===== config.mk =====
export PLATFORM = sky130hd
export DESIGN_NAME = rv_int_core
export DESIGN_NICKNAME = d
export VERILOG_FILES = /design/src/rtl/rv_int_pkg.sv /design/src/rtl/rv_int_alu.sv /design/src/rtl/rv_int_core.sv
export SDC_FILE = /design/constraint.sdc
export NUM_CORES = 2
export LEC_CHECK = 0
export BUFFER_PORTS_ARGS = -buffer_cell sky130_fd_sc_hd__buf_2
export CAP_MARGIN = 15
export CORE_ASPECT_RATIO = 0.9
export CORE_MARGIN = 2
export CORE_UTILIZATION = 40
export DETAILED_ROUTE_END_ITERATION = 8
export PLACE_DENSITY = 0.63
export SYNTH_ARGS = -nofsm -noshare
export SYNTH_HDL_FRONTEND = slang
export SYNTH_SLANG_ARGS = --single-unit

===== constraint.sdc =====
create_clock -name clk -period 9.4 [get_ports clk]
set_input_delay 0.47 -clock clk [delete_from_list [all_inputs] [get_ports clk]]
set_output_delay 0.47 -clock clk [all_outputs]
set_load 0.02 [all_outputs]

===== src/rtl/rv_int_pkg.sv =====
// Shared opcode/funct constants, ALU operation enum and the instruction decoder
// used by the rv_int_core integer pipeline.
package rv_int_pkg;

    localparam logic [6:0] OPC_OP     = 7'b0110011;
    localparam logic [6:0] OPC_OP_IMM = 7'b0010011;

    localparam logic [2:0] F3_ADD = 3'b000;
    localparam logic [2:0] F3_SLT = 3'b010;
    localparam logic [2:0] F3_XOR = 3'b100;
    localparam logic [2:0] F3_OR  = 3'b110;
    localparam logic [2:0] F3_AND = 3'b111;

    localparam logic [6:0] F7_BASE = 7'b0000000;
    localparam logic [6:0] F7_ALT  = 7'b0100000;

    typedef enum logic [2:0] {
        ALU_ADD,
        ALU_SUB,
        ALU_SLT,
        ALU_XOR,
        ALU_OR,
        ALU_AND
    } alu_op_e;

    typedef struct packed {
        alu_op_e     op;
        logic [4:0]  rd;
        logic [4:0]  rs1;
        logic [4:0]  rs2;
        logic        use_rs2;
        logic [11:0] imm;
        logic        illegal;
    } dec_t;

    function automatic logic f3_ok(input logic [2:0] f3);
        return (f3 == F3_ADD) || (f3 == F3_SLT) || (f3 == F3_XOR) ||
               (f3 == F3_OR)  || (f3 == F3_AND);
    endfunction

    function automatic alu_op_e f3_op(input logic [2:0] f3);
        alu_op_e op;
        case (f3)
            F3_SLT:  op = ALU_SLT;
            F3_XOR:  op = ALU_XOR;
            F3_OR:   op = ALU_OR;
            F3_AND:  op = ALU_AND;
            default: op = ALU_ADD;
        endcase
        return op;
    endfunction

    // Register-index range checks depend on NREGS and are done by the caller.
    function automatic dec_t decode(input logic [31:0] instr);
        dec_t       d;
        logic [2:0] f3;
        logic [6:0] f7;
        f3        = instr[14:12];
        f7        = instr[31:25];
        d.op      = ALU_ADD;
        d.rd      = instr[11:7];
        d.rs1     = instr[19:15];
        d.rs2     = instr[24:20];
        d.imm     = instr[31:20];
        d.use_rs2 = 1'b0;
        d.illegal = 1'b0;
        case (instr[6:0])
            OPC_OP_IMM: begin
                d.op      = f3_op(f3);
                d.illegal = !f3_ok(f3);
            end
            OPC_OP: begin
                d.use_rs2 = 1'b1;
                if (f7 == F7_BASE) begin
                    d.op      = f3_op(f3);
                    d.illegal = !f3_ok(f3);
                end else if (f7 == F7_ALT && f3 == F3_ADD) begin
                    d.op = ALU_SUB;
                end else begin
                    d.illegal = 1'b1;
                end
            end
            default: d.illegal = 1'b1;
        endcase
        return d;
    endfunction

endpackage


===== src/rtl/rv_int_alu.sv =====
// Combinational integer ALU: wrapping add/sub, signed set-less-than and bitwise ops.
module rv_int_alu
    import rv_int_pkg::*;
#(
    parameter int XLEN = 32
) (
    input  alu_op_e         op,
    input  logic [XLEN-1:0] a,
    input  logic [XLEN-1:0] b,
    output logic [XLEN-1:0] result
);

    always_comb begin
        result = '0;
        case (op)
            ALU_ADD: result = a + b;
            ALU_SUB: result = a - b;
            ALU_SLT: result = {{(XLEN-1){1'b0}}, ($signed(a) < $signed(b))};
            ALU_XOR: result = a ^ b;
            ALU_OR:  result = a | b;
            ALU_AND: result = a & b;
            default: result = '0;
        endcase
    end

endmodule


===== src/rtl/rv_int_core.sv =====
// Two-stage RV32I-subset integer core (decode/read, execute/writeback) with retire stream.
// Define RV_INT_FORWARD_EN to bypass the X-stage result instead of stalling on RAW hazards.
module rv_int_core
    import rv_int_pkg::*;
#(
    parameter int XLEN  = 32,
    parameter int NREGS = 32
) (
    input  logic                     clk,
    input  logic                     rst,
    input  logic                     en,
    input  logic                     instr_valid,
    input  logic [31:0]              instr_in,
    output logic                     instr_ready,
    output logic                     retire_valid,
    output logic [4:0]               retire_rd,
    output logic [XLEN-1:0]          retire_data,
    output logic                     illegal,
    input  logic [$clog2(NREGS)-1:0] dbg_raddr,
    output logic [XLEN-1:0]          dbg_rdata
);

    localparam int RW = $clog2(NREGS);

    dec_t            dec;
    logic            range_bad;
    logic            accept;
    logic            hazard;
    logic            fwd_rs1;
    logic            fwd_rs2;
    logic            x_live;
    logic [XLEN-1:0] alu_res;
    logic [XLEN-1:0] imm_sext;
    logic [XLEN-1:0] op_a;
    logic [XLEN-1:0] op_b;

    logic [XLEN-1:0] rf_q  [1:NREGS-1];
    logic [XLEN-1:0] rf_rd [NREGS];

    logic            x_valid_q, x_valid_d;
    logic            x_ill_q, x_ill_d;
    alu_op_e         x_op_q, x_op_d;
    logic [4:0]      x_rd_q, x_rd_d;
    logic [XLEN-1:0] x_a_q, x_a_d;
    logic [XLEN-1:0] x_b_q, x_b_d;
    logic            ret_valid_q, ret_valid_d;
    logic [4:0]      ret_rd_q, ret_rd_d;
    logic [XLEN-1:0] ret_data_q, ret_data_d;

    assign dec = decode(instr_in);

    // With 32 registers every 5-bit index is in range.
    if (RW < 5) begin : g_range
        assign range_bad = (|dec.rd[4:RW]) | (|dec.rs1[4:RW]) |
                           (dec.use_rs2 & (|dec.rs2[4:RW]));
    end else begin : g_norange
        assign range_bad = 1'b0;
    end

    // An X-stage instruction that will write a nonzero register this cycle.
    assign x_live = x_valid_q & ~x_ill_q & (x_rd_q != 5'd0);

`ifdef RV_INT_FORWARD_EN
    assign fwd_rs1 = x_live & (x_rd_q == dec.rs1);
    assign fwd_rs2 = x_live & dec.use_rs2 & (x_rd_q == dec.rs2);
    assign hazard  = 1'b0;
`else
    assign fwd_rs1 = 1'b0;
    assign fwd_rs2 = 1'b0;
    assign hazard  = x_live & ((x_rd_q == dec.rs1) | (dec.use_rs2 & (x_rd_q == dec.rs2)));
`endif

    assign instr_ready = en & ~rst & ~hazard;
    assign accept      = instr_valid & instr_ready;

    assign imm_sext = {{(XLEN-12){dec.imm[11]}}, dec.imm};
    assign op_a     = fwd_rs1 ? alu_res : rf_rd[dec.rs1[RW-1:0]];
    assign op_b     = !dec.use_rs2 ? imm_sext :
                      fwd_rs2      ? alu_res  : rf_rd[dec.rs2[RW-1:0]];

    rv_int_alu #(
        .XLEN(XLEN)
    ) u_alu (
        .op    (x_op_q),
        .a     (x_a_q),
        .b     (x_b_q),
        .result(alu_res)
    );

    always_comb begin
        x_valid_d   = x_valid_q;
        x_ill_d     = x_ill_q;
        x_op_d      = x_op_q;
        x_rd_d      = x_rd_q;
        x_a_d       = x_a_q;
        x_b_d       = x_b_q;
        ret_valid_d = ret_valid_q;
        ret_rd_d    = ret_rd_q;
        ret_data_d  = ret_data_q;
        if (en) begin
            x_valid_d = accept;
            if (accept) begin
                x_ill_d = dec.illegal | range_bad;
                x_op_d  = dec.op;
                x_rd_d  = dec.rd;
                x_a_d   = op_a;
                x_b_d   = op_b;
            end
            ret_valid_d = x_valid_q & ~x_ill_q;
            if (x_valid_q && !x_ill_q) begin
                ret_rd_d   = x_rd_q;
                ret_data_d = alu_res;
            end
        end
    end

    always_ff @(posedge clk) begin
        if (rst) begin
            x_valid_q   <= 1'b0;
            x_ill_q     <= 1'b0;
            x_op_q      <= ALU_ADD;
            x_rd_q      <= '0;
            x_a_q       <= '0;
            x_b_q       <= '0;
            ret_valid_q <= 1'b0;
            ret_rd_q    <= '0;
            ret_data_q  <= '0;
        end else begin
            x_valid_q   <= x_valid_d;
            x_ill_q     <= x_ill_d;
            x_op_q      <= x_op_d;
            x_rd_q      <= x_rd_d;
            x_a_q       <= x_a_d;
            x_b_q       <= x_b_d;
            ret_valid_q <= ret_valid_d;
            ret_rd_q    <= ret_rd_d;
            ret_data_q  <= ret_data_d;
        end
    end

    // x0 has no storage; the read view ties it to zero.
    for (genvar gi = 0; gi < NREGS; gi++) begin : g_rf
        if (gi == 0) begin : g_zero
            assign rf_rd[gi] = '0;
        end else begin : g_reg
            always_ff @(posedge clk) begin
                if (rst) begin
                    rf_q[gi] <= '0;
                end else if (en && x_live && x_rd_q == 5'(gi)) begin
                    rf_q[gi] <= alu_res;
                end
            end
            assign rf_rd[gi] = rf_q[gi];
        end
    end

    assign retire_valid = ret_valid_q & en;
    assign retire_rd    = ret_rd_q;
    assign retire_data  = ret_data_q;
    assign illegal      = x_valid_q & x_ill_q & en;
    assign dbg_rdata    = rf_rd[dbg_raddr];

endmodule


Word level (Yosys, flattened, before mapping)

Memories as Yosys holds them, arrays and structs flattened.
Cells that the tools add are included.

Register bits after elaboration: 112
Logic and storage cells: 303
Memories kept: 1
Output and inout bits: 72
Bits of input ports: 41
Bits in writable memories: 992

Memories:

| name | depth | bits a word | read ports | clocked after memory_dff | wr ports | RTL line          | RTL |
|---|---|---|---|---|---|---|---|
| rf_q | 31    | 32          | 31         | 0                        | 31       | rv_int_core.sv:37 | `logic [XLEN-1:0] rf_q [1:NREGS-1];` |

Reduce and logical (&&, ||, !) cells: 46
Add/subtract/negate cells: 2
Bitwise operators: 51
Muxes and demuxes: 145
Order comparisons: 4
Equality and inequality tests: 45

Operators with widths:

| cell                                                                  | count |
|---|---|
| 32-bit two-way mux                                                    | 38 |
| 32-bit binary-select mux with 5-bit select                            | 3 |
| 32-bit one-hot mux with 6 select lines                                | 1 |
| 1-bit two-way mux                                                     | 99 |
| 5-bit equality test, second input constant                            | 16 |
| 5-bit by 4-bit equality test with 1-bit output, second input constant | 8 |
| 1-bit logical AND                                                     | 34 |
| 32-bit adder                                                          | 1 |
| 32-bit AND                                                            | 1 |
| 32-bit less-than comparator                                           | 1 |
| 1-bit OR                                                              | 32 |
| 32-bit OR                                                             | 1 |
| 32-bit subtractor                                                     | 1 |
| 32-bit XOR                                                            | 1 |
| 5-bit by 3-bit equality test with 1-bit output, second input constant | 4 |
| 6-bit greater-or-equal comparator, second input constant              | 3 |
| 5-bit inverter with 6-bit output                                      | 3 |
| 3-bit equality test, second input constant                            | 5 |
| 7-bit by 6-bit equality test with 1-bit output, second input constant | 2 |
| 3-bit one-hot mux with 4 select lines                                 | 1 |
| 1-bit AND                                                             | 10 |
| 5-bit by 2-bit equality test with 1-bit output, second input constant | 2 |
| 5-bit equality test                                                   | 2 |
| 3-bit by 2-bit equality test with 1-bit output, second input constant | 3 |
| 13 further kinds                                                      | 21 |

Depth between registers and ports, before layout

Depth after elaboration: 9
Depth in mapped cells: 13
Mapped depth without buffers: 12

Cells and area by module

From an unflattened synthesis, not the netlist that was laid out.

Cells, all modules: 5351
Area, all modules: 70545.2 um^2

By module, submodules not included:

| module      | seq. area each (um^2) | cells an instance | times used | area each (um^2) |
|---|---|---|---|---|
| rv_int_core | 32030.7               | 4548              | 1          | 65389.0 |
| rv_int_alu  | 0.0                   | 803               | 1          | 5156.2 |

Worst setup path after synthesis

OpenSTA, ideal clock, no wires.

Path kind: input port to output port
From: input dbg_raddr[0]
To: output dbg_rdata[0]
Stages on the path: 6
Data arrival time: 2.793 ns
Path slack: 6.137 ns
Path through: clkbuf_1 -> clkbuf_1 -> buf_1 -> mux4_2 -> mux4_2 -> mux2_2

Word-level cells in the longest chain between the ends: 4

RTL lines:

| what                                                   | RTL line           | RTL |
|---|---|---|
| start, declared                                        | rv_int_core.sv:19  | `input logic [$clog2(NREGS)-1:0] dbg_raddr,` |
| 5-bit inverter with 6-bit output (not written as such) | rv_int_core.sv:161 | `assign dbg_rdata = rf_rd[dbg_raddr];` |
| 32-bit binary-select mux with 5-bit select             | rv_int_core.sv:161 |  |
| 32-bit two-way mux (not written as such) (2 in series) | rv_int_core.sv:161 |  |
| end, declared                                          | rv_int_core.sv:20  | `output logic [XLEN-1:0] dbg_rdata` |

No other way between the ends. The select of a mux whose other input is x is not followed.

==> qor.yml <==
outcome: "complete, no violations"
setup_viol: 0
wire_per_inst_um: 35.86
grt_overflow_total: 0
cts_buffer_depth: 3
rrSetupSlack_ns: 5.00
syn_nets: 5140
vdd_drop_max_mv: 0.1782
numCtsBuffers: 117
power.density_nw_per_um2: 169.0
slew_headroom_pct: 15.92
grt_setup_unrepaired: "false"
hold_violations: 0
drtAntennaViolNets: 0
grt_pass1_vias: 47390
drt_wl_total_mm: 257.1
yosys.area.top_type_share_pct: 43.86
timing.fmax_mhz: 227.3
initial_core_util_pct: 40.25
cts_tree: "yes"
cts_resized: 0
fp.dieH_um: 394.9
drc_errors: 0
drt_pass1_iterations: 8
io_buffers: 112
rows: 143
yosysMostFrequentCell: "nor2_1"
synthFlopType: "edfxtp_1"
grt_pass1_wl_mm: 360.5
yosysWarnings: 0
dpl.hpwl_mm: 142.7
arrival_ns: 4.88
vias_per_cell: 6.918
boundaryPins: 113
hp-class: "input port to register"
clock_skew_ns: 0.09720
synth_edf_count: 992
worst-setup-path-type: "register to register"
clk_pin_slew_ns: 0.06
seq_area_frac_synth_pct: 47.16
period_minus_slack_ns: 4.400
antenna_found_initial: 10
fin_hold_ws_ns: 0.05644
syn-cell-area_sq_um: 67910
timing.final.crit_share_pct: 46.81
dieArea_sq_um: 173100
drv_cap: 0
post_synth_num_cell_types: 85
root_buffer: "clkbuf_16"
yosysTopAreaCell: "edfxtp_1"
grt_use_total_pct: 29.30
static-leakage-power_nw: 25.41
netlist_instances: 4995
avgSynthCellArea_sq_um: 13.60
maxSlewViolCount: 0
clock_latency_ns: 0.81
setup.worst_path.end_class: "register"
core_area_sq_um: 168700
die_w_um: 438.3
fillers: 14920
fin_nets: 4962
ys_top_cells_by_count: "nor2_1 (1,114), edfxtp_1 (992), mux4_2 (864), clkbuf_1 (387), mux2_2 (152)"
ys_async_sr_fraction_pct: 0
worstMarginPinSlew_ns: 1.261
critical_path_required_ns: 9.88
area_growth_pct: 10.02
htreeDepth: 3
drive_gt1_share_pct: 31.54
drtIter0Drc: 9460
synth_seq_cells: 1104
yosys-top-cells-area: "edfxtp_1 (44%), mux4_2 (29%), nor2_1 (6.2%)"
cp_max_fo: 32
cp-start-kind: "register"
clock-sinks: 1104
grt_max_degree: 125
place.gp.congestion: 0.9386
vias: 49600
tns_ns: 0
## flip-flops by register name (all words and copies together), names as in the netlist, 3 cells and up
signal	flops
x_b_q	32
rf_q	992
retire_rd	5
retire_data	32
x_rd_q	5
x_a_q	32
x_op_q	3
## cell type report
class / instances / area [sq um] / area share (%)
repair buffers: 242 / 1738 / 2.326
clock inverters: 63 / 633.1 / 0.8473
inverters: 96 / 360.3 / 0.4823
well taps: 2247 / 2811 / 3.763
clock buffers: 157 / 3252 / 4.352
diodes: 4 / 10.01 / 0.01340
multi-input cells: 3256 / 33890 / 45.35
flip-flops and latches: 1104 / 32030 / 42.87
## where the power goes
part | total [mW] | internal, mW | switching (mW) | leakage [nW]
clock network | 4.79 | 2.66 | 2.13 | 1.90
registers | 5.66 | 5.51 | 0.144 | 11.1
logic | 2.19 | 0.848 | 1.34 | 12.4
## cell families after synthesis
| logic type | synth area share (%) |
|---|---|
| simple gates | 8.873 |
| flops | 47.16 |
| mux | 31.85 |
| buf+inv | 3.657 |
| compound gates | 6.196 |
| fa+ha+maj | 1.938 |
| xor+xnor | 0.3224 |
## metrics by stage
step / std cells / total power, mW / area [sq um] / worst slack (ns) / utilization, %
finish: 7169 / 12.63 / 74720 / 5.000 / 44.29
global route: 7165 / 12.91 / 74710 / 4.838 / 44.28
CTS: 7164 / 12.57 / 74690 / 4.983 / 44.27
detailed placement: 6939 / 7.873 / 70760 / 4.978 / 41.94
global placement: 6939 / 7.848 / 70760 / 4.999 / 41.94
floorplan: 4995 / 7.100 / 67910 / 6.137 / -
## layer usage
layer | wire [um] | vias up | global-route usage [%]
li1 | - | 19160 | -
met1 | 92400 | 25300 | 39.80
met2 | 110400 | 4325 | 42.34
met3 | 41570 | 796 | 10.67
met4 | 12660 | 12 | 12.33
met5 | 79 | - | 0
## worst max-delay path, cell delays in order, from the launching register on
cell,delay (ns)
dfxtp_1,0.60
inv_1,0.09
ha_1,0.51
nor4_1,0.57
nand3_1,0.21
o31ai_1,0.60
o21ai_0,0.22
xnor2_1,0.21
a21oi_4,0.90
nor2_1,0.12
## timing repair
item                      4_1_cts  5_1_grt
hold buffers                    5        0
setup buffers                   0        0
hold endpoints to repair        5        0
## cell usage in the layout (no fill, tap or decap), types with 11 or more instances in the layout
cell / count
o21bai_1: 11
nand2_4: 17
a21o_1: 12
nor4_1: 12
nand2_2: 15
nand3_1: 17
clkbuf_1: 24
ha_1: 102
mux2_2: 152
nand4_1: 12
mux2i_1: 46
a21oi_2: 12
xor2_1: 11
clkbuf_8: 13
dfxtp_1: 111
buf_4: 121
edfxtp_1: 992
clkinv_1: 20
nand3b_1: 73
xnor2_1: 14
inv_1: 94
buf_2: 99
clkbuf_16: 119
a211oi_1: 38
a21oi_1: 131
nor2_1: 1110
a21o_2: 25
o31ai_1: 21
nor3_1: 28
o211ai_1: 11
nand2_1: 96
a22o_1: 99
mux4_2: 864
nor2b_1: 13
o22ai_1: 11
o21ai_0: 123
clkinv_2: 24
## worst paths after layout
path                startpoint             to  depth (start not counted)
hold / removal    instr_in[29]       x_b_q[9]                          3
hold reg to reg   retire_rd[3]   retire_rd[3]                          2
setup reg to reg     x_a_q[16]  rf_q[0][1015]                          9
setup / recovery     x_a_q[16]  rf_q[0][1015]                          9
(Power assumes the default switching activity.)
